--- config.mk ---
export PLATFORM = sky130hd
export DESIGN_NAME = posit_extract_pipe
export DESIGN_NICKNAME = d
export VERILOG_FILES = /design/src/rtl/posit_extract_pipe.sv
export SDC_FILE = /design/constraint.sdc
export NUM_CORES = 1
export LEC_CHECK = 0
export ABC_CLOCK_PERIOD_IN_PS = 4250
export BUFFER_PORTS_ARGS = -buffer_cell sky130_fd_sc_hd__buf_2
export CAP_MARGIN = 0
export CORE_ASPECT_RATIO = 1.4
export CORE_MARGIN = 1.5
export CORE_UTILIZATION = 53
export DETAILED_ROUTE_END_ITERATION = 6
export PLACE_DENSITY = 0.78
export SETUP_SLACK_MARGIN = 0.1
export SLEW_MARGIN = 20
export SYNTH_ARGS = -nofsm -noshare
export SYNTH_HDL_FRONTEND = slang
export SYNTH_SLANG_ARGS = --single-unit
--- constraint.sdc ---
create_clock -name clk -period 4.25 [get_ports clk]
set_input_delay 0.2125 -clock clk [delete_from_list [all_inputs] [get_ports clk]]
set_output_delay 0.2125 -clock clk [all_outputs]
set_load 0.02 [all_outputs]
--- src/rtl/posit_extract_pipe.sv ---
// Two-stage pipelined posit field extractor: sign, zero/NaR flags, signed scale,
// left-aligned fraction and magnitude, with valid/ready handshaking and a sideband tag.
module posit_extract_pipe #(
   parameter int NBITS = 32,
   parameter int ES    = 2,
   parameter int TAG_W = 8,
   localparam int FW   = NBITS - ES - 3,
   localparam int SW   = $clog2(NBITS) + ES + 2
) (
   input  logic             clk,
   input  logic             reset_n,
   input  logic             in_valid,
   output logic             in_ready,
   input  logic [NBITS-1:0] in_posit,
   input  logic [TAG_W-1:0] in_tag,
   output logic             out_valid,
   input  logic             out_ready,
   output logic             out_sgn,
   output logic             out_zero,
   output logic             out_inf,
   output logic [SW-1:0]    out_scale,
   output logic [FW-1:0]    out_fraction,
   output logic [NBITS-2:0] out_abs,
   output logic [TAG_W-1:0] out_tag
);

   localparam int MW = NBITS - 1;
   localparam int RW = $clog2(NBITS) + 1;

   logic             s1_en;
   logic             s2_en;

   logic             s1_valid_q, s1_valid_d;
   logic             s1_sgn_q, s1_sgn_d;
   logic             s1_zero_q, s1_zero_d;
   logic             s1_inf_q, s1_inf_d;
   logic [MW-1:0]    s1_abs_q, s1_abs_d;
   logic [TAG_W-1:0] s1_tag_q, s1_tag_d;

   logic             s2_valid_q, s2_valid_d;
   logic             s2_sgn_q, s2_sgn_d;
   logic             s2_zero_q, s2_zero_d;
   logic             s2_inf_q, s2_inf_d;
   logic [SW-1:0]    s2_scale_q, s2_scale_d;
   logic [FW-1:0]    s2_frac_q, s2_frac_d;
   logic [MW-1:0]    s2_abs_q, s2_abs_d;
   logic [TAG_W-1:0] s2_tag_q, s2_tag_d;

   logic             regime_bit;
   logic [MW-1:0]    run_vec;
   logic [RW-1:0]    run;
   logic [SW-1:0]    k_val;
   logic [MW-3:0]    rest;
   logic [SW-1:0]    e_ext;
   logic [SW-1:0]    scale;
   logic [FW-1:0]    frac;

   // A stage may load when it is empty or when its current content moves on.
   always_comb begin
      s2_en    = !s2_valid_q || out_ready;
      s1_en    = !s1_valid_q || s2_en;
      in_ready = reset_n && s1_en;
   end

   always_comb begin
      s1_valid_d = s1_valid_q;
      s1_sgn_d   = s1_sgn_q;
      s1_zero_d  = s1_zero_q;
      s1_inf_d   = s1_inf_q;
      s1_abs_d   = s1_abs_q;
      s1_tag_d   = s1_tag_q;
      if (s1_en) begin
         s1_valid_d = in_valid;
      end
      if (s1_en && in_valid) begin
         s1_sgn_d  = in_posit[NBITS-1];
         s1_zero_d = (in_posit == '0);
         s1_inf_d  = (in_posit == {1'b1, {MW{1'b0}}});
         // Low MW bits of the two's complement negation; NaR collapses to 0.
         s1_abs_d  = in_posit[NBITS-1] ? (~in_posit[MW-1:0] + MW'(1)) : in_posit[MW-1:0];
         s1_tag_d  = in_tag;
      end
   end

   // Regime: count leading bits equal to the first magnitude bit.
   always_comb begin
      regime_bit = s1_abs_q[MW-1];
      run_vec    = regime_bit ? ~s1_abs_q : s1_abs_q;
      run        = RW'(MW);
      for (int i = 0; i < MW; i++) begin
         if (run_vec[i]) begin
            run = RW'(MW - 1 - i);
         end
      end
      k_val = regime_bit ? (SW'(run) - SW'(1)) : (SW'(0) - SW'(run));
      // Drop regime and terminator; bits pushed past the end read as zero.
      rest  = s1_abs_q[MW-3:0] << (run - RW'(1));
   end

   generate
      if (ES > 0) begin : g_exp
         assign e_ext = SW'(rest[MW-3 -: ES]);
      end else begin : g_no_exp
         assign e_ext = '0;
      end
   endgenerate

   always_comb begin
      scale = (k_val << ES) + e_ext;
      frac  = rest[FW-1:0];
      if (s1_zero_q || s1_inf_q) begin
         scale = '0;
         frac  = '0;
      end
   end

   always_comb begin
      s2_valid_d = s2_valid_q;
      s2_sgn_d   = s2_sgn_q;
      s2_zero_d  = s2_zero_q;
      s2_inf_d   = s2_inf_q;
      s2_scale_d = s2_scale_q;
      s2_frac_d  = s2_frac_q;
      s2_abs_d   = s2_abs_q;
      s2_tag_d   = s2_tag_q;
      if (s2_en) begin
         s2_valid_d = s1_valid_q;
      end
      if (s2_en && s1_valid_q) begin
         s2_sgn_d   = s1_sgn_q;
         s2_zero_d  = s1_zero_q;
         s2_inf_d   = s1_inf_q;
         s2_scale_d = scale;
         s2_frac_d  = frac;
         s2_abs_d   = s1_abs_q;
         s2_tag_d   = s1_tag_q;
      end
   end

   always_ff @(posedge clk) begin
      if (!reset_n) begin
         s1_valid_q <= 1'b0;
         s1_sgn_q   <= 1'b0;
         s1_zero_q  <= 1'b0;
         s1_inf_q   <= 1'b0;
         s1_abs_q   <= '0;
         s1_tag_q   <= '0;
         s2_valid_q <= 1'b0;
         s2_sgn_q   <= 1'b0;
         s2_zero_q  <= 1'b0;
         s2_inf_q   <= 1'b0;
         s2_scale_q <= '0;
         s2_frac_q  <= '0;
         s2_abs_q   <= '0;
         s2_tag_q   <= '0;
      end else begin
         s1_valid_q <= s1_valid_d;
         s1_sgn_q   <= s1_sgn_d;
         s1_zero_q  <= s1_zero_d;
         s1_inf_q   <= s1_inf_d;
         s1_abs_q   <= s1_abs_d;
         s1_tag_q   <= s1_tag_d;
         s2_valid_q <= s2_valid_d;
         s2_sgn_q   <= s2_sgn_d;
         s2_zero_q  <= s2_zero_d;
         s2_inf_q   <= s2_inf_d;
         s2_scale_q <= s2_scale_d;
         s2_frac_q  <= s2_frac_d;
         s2_abs_q   <= s2_abs_d;
         s2_tag_q   <= s2_tag_d;
      end
   end

   assign out_valid    = s2_valid_q;
   assign out_sgn      = s2_sgn_q;
   assign out_zero     = s2_zero_q;
   assign out_inf      = s2_inf_q;
   assign out_scale    = s2_scale_q;
   assign out_fraction = s2_frac_q;
   assign out_abs      = s2_abs_q;
   assign out_tag      = s2_tag_q;

endmodule

==> reports/metrics.cfg <==
[critical_path]
path_class = reg2reg
critical-path-slowest-cell = o41a_1
critical_path_required_ns = 4.56
slowest_delay_ns = 0.45
critPathLaunchType = flip-flop
startpoint = s1_abs_q[30]$_SDFFE_PN0P_
cp_common_cell = mux2i_1
reg2reg_from = s1_abs_q[30]$_SDFFE_PN0P_
reg2reg_slack_ns = 0.37
cp.arrival_ns = 4.19
cp-end-kind = flip-flop
cp_max_fo = 23
path_cells = buf_4, or3_4, mux2_2, o41a_1, o21bai_1, ha_1, xnor2_4, buf_6, mux2i_1, mux2i_1, a21oi_1, nor4_1, o31a_1

[synthesis]
synth_edf_count = 0
synth_cell_types = 78
synth_fp_nets = 983
syn_area_per_cell_um2 = 7.98
synth_seq_cells = 122
synth_flop_cell = dfxtp_1
seq_area_frac_synth_pct = 32.7
synthArstFlopShare_pct = 0
netlist_instances = 937
ys_warn_count = 0
syn_area_um2 = 7480

[clocking]
cts_sinks = 122
h-tree-depth = 4
clk_latency_ns = 0.42
path_clk_slew_ns = 0.07
clock_path_buffers = 2
cts_tree = done
cts_buffers = 17
root_buffer = clkbuf_16

[drt]
drt_wl_total_um = 21700
vias_per_cell = 6.16
drt-initial-drc-count = 662
routedWlPerCell_um = 17.8
dr_total_vias = 7516
dr.pass1.iters = 5
ant_nets = 0
drc = 0

[die]
io_pins = 124
rows = 51
coreArea_um2 = 13800
initial_core_util_pct = 54.0
die_x_um = 103
die_area_um2 = 14800
die_height_um = 144

[global_route]
antenna_found_initial = 0
grtUsageTotal_pct = 29.7
grt_max_degree = 99
grt_overflow = 0
grt_pass1_wl_um = 34200
grt_pass1_vias = 6917

[pwr]
p_leak_nw = 3.68
peakVddDrop_mv = 0.292
pwr-share-seq_pct = 32.1
p_sw_share_pct = 37.7
p_sw_mw = 1.57
cellPowerDensity_nw_per_um2 = 473
total_power_mw = 4.16
p_comb_share_pct = 33.5
pwr-share-clk_pct = 34.4
p_int_mw = 2.59

[sta]
setup_tns_ns = 0
finalCriticalPeriod_ns = 3.88
post-route-period-util_pct = 91.2
setup_ws_ns = 0.373
hold_viol = 0
rsz0062_at_grt = false
max_slew_margin_pct = 29.2
clock_skew_ns = 0.00946
final_max_slew_viol_count = 0
fmax_mhz = 258
setup_violations = 0
worstMarginPinSlew_ns = 1.06

[layout]
seq_area_um2 = 2440
fin_cells = 1220
fillers = 1253
nets = 1068
syn_to_final_growth_pct = 17.4
drive_gt1_share_pct = 22.0
num_antenna_cells = 0
multi_input_area_um2 = 4590
fin_util_pct = 63.4

[status]
outcome = completed

[placed_design]
dp.cells = 1188
dp_hpwl_um = 15500
io_buffers = 123
place.gp.congestion = 1.04
place_ws_ns = 0.159

[hold_path]
hp-class = in2reg
hp-start = in_tag[3]

[flow_run]
drv_cap = 0

-- flip-flops by register name, summed over array words and instances, names as in the netlist, 8 cells and up --
| signal | cells |
|---|---|
| s1_abs_q | 31 |
| s1_tag_q | 8 |
| out_tag | 8 |
| out_scale | 9 |
| out_abs | 31 |
| out_fraction | 27 |
-- final cells by class --
type                            instances  share of cell area [%]
Timing Repair Buffer                  155                    9.93
Inverter                               12                   0.513
Multi-Input combinational cell        714                    52.3
Clock inverter                         15                    1.92
Tap cell                              185                    2.64
Clock buffer                           17                    4.85
Sequential cell                       122                    27.8
-- path summary, 6_finish.rpt --
path	to	cells after the start
setup reg to reg	out_fraction[18]$_SDFFE_PN0P_	13
hold / removal	s1_tag_q[3]$_SDFFE_PN0P_	3
setup / recovery	out_fraction[18]$_SDFFE_PN0P_	13
hold reg to reg	out_abs[1]$_SDFFE_PN0P_	2
-- power by group through the flow --
stage	logic, mW	registers, mW	clock network (mW)
after global routing	1.50	1.34	1.49
after detailed placement	1.36	1.36	0
after global placement	1.35	1.35	0
final	1.39	1.33	1.43
after CTS	1.37	1.33	1.44
after floorplan	1.01	1.35	0
-- worst max-delay path: cells and delay by family (launching register included) --
| kind | cells | cell delay (ns) |
|---|---|---|
| fa+ha+maj | 1 | 0.34 |
| xor+xnor | 1 | 0.25 |
| flops | 1 | 0.43 |
| buf+inv | 2 | 0.48 |
| compound gates | 4 | 1.18 |
| simple gates | 2 | 0.47 |
| mux | 3 | 0.61 |
-- synth_stat cells (5+ instances only) --
master | instances | area (um^2)
a211oi_1 | 32 | 240
a21oi_1 | 74 | 370
a221o_1 | 7 | 70.1
a221oi_1 | 25 | 219
a22o_1 | 6 | 52.6
a22oi_1 | 13 | 97.6
a2bb2oi_1 | 6 | 52.6
a31oi_1 | 7 | 43.8
and2_1 | 7 | 43.8
buf_1 | 7 | 26.3
buf_2 | 12 | 60.1
buf_6 | 5 | 56.3
clkbuf_1 | 62 | 233
dfxtp_1 | 122 | 2440
inv_1 | 8 | 30.0
mux2_2 | 6 | 67.6
mux2i_1 | 64 | 641
mux4_2 | 7 | 158
nand2_1 | 155 | 582
nand2b_1 | 10 | 62.6
nand3_1 | 16 | 80.1
nand4_1 | 7 | 43.8
nor2_1 | 88 | 330
nor2b_1 | 7 | 43.8
nor3_1 | 17 | 85.1
nor4_1 | 7 | 43.8
o21ai_0 | 22 | 110
o22ai_1 | 7 | 43.8
o31ai_1 | 9 | 67.6
or2_2 | 5 | 31.3
or3_1 | 8 | 50.1
or4_1 | 5 | 37.5
xor2_1 | 32 | 280
-- metal layers --
| layer | global-route usage, % | wire length, um |
|---|---|---|
| met2 | 49.4 | 10900 |
| met1 | 33.3 | 8280 |
| met4 | 21.9 | 1490 |
| met5 | 0 | 0 |
| met3 | 5.40 | 1010 |
-- cell families after synthesis --
family / count (synthesis) / share of synthesized area, %
XOR/XNOR: 36 / 4.57
buffers and inverters: 101 / 6.02
AO/OA/AOI/OAI: 252 / 23.8
flip-flops: 122 / 32.7
AND/OR/NAND/NOR: 347 / 21.0
adder cells (fa/ha/maj): 2 / 0.335
multiplexers: 77 / 11.6
-- cells in the final DEF, fill, tap and decap left out, types with 22 or more instances in the layout --
| cell type | instances |
|---|---|
| nand2_1 | 155 |
| buf_2 | 123 |
| dfxtp_1 | 121 |
| nor2_1 | 88 |
| a21oi_1 | 74 |
| mux2i_1 | 64 |
| a211oi_1 | 32 |
| xor2_1 | 32 |
| buf_4 | 30 |
| a221oi_1 | 25 |
| o21ai_0 | 22 |
-- metrics by stage --
| step | area (um^2) | hold slack [ns] |
|---|---|---|
| final | 8780 | 0.0157 |
| after global routing | 8780 | 0.00467 |
| after CTS | 8770 | 0.00444 |
| after detailed placement | 8180 | 0.443 |
| after global placement | 8180 | 0.437 |
| after floorplan | 7480 | 0.330 |
-- repair_timing --
item	in CTS	in global routing
setup buffers	0	0
resized for setup	0	2
hold buffers	0	0
setup endpoints to repair	0	23
Note: power is estimated with default switching activity, not from simulation.
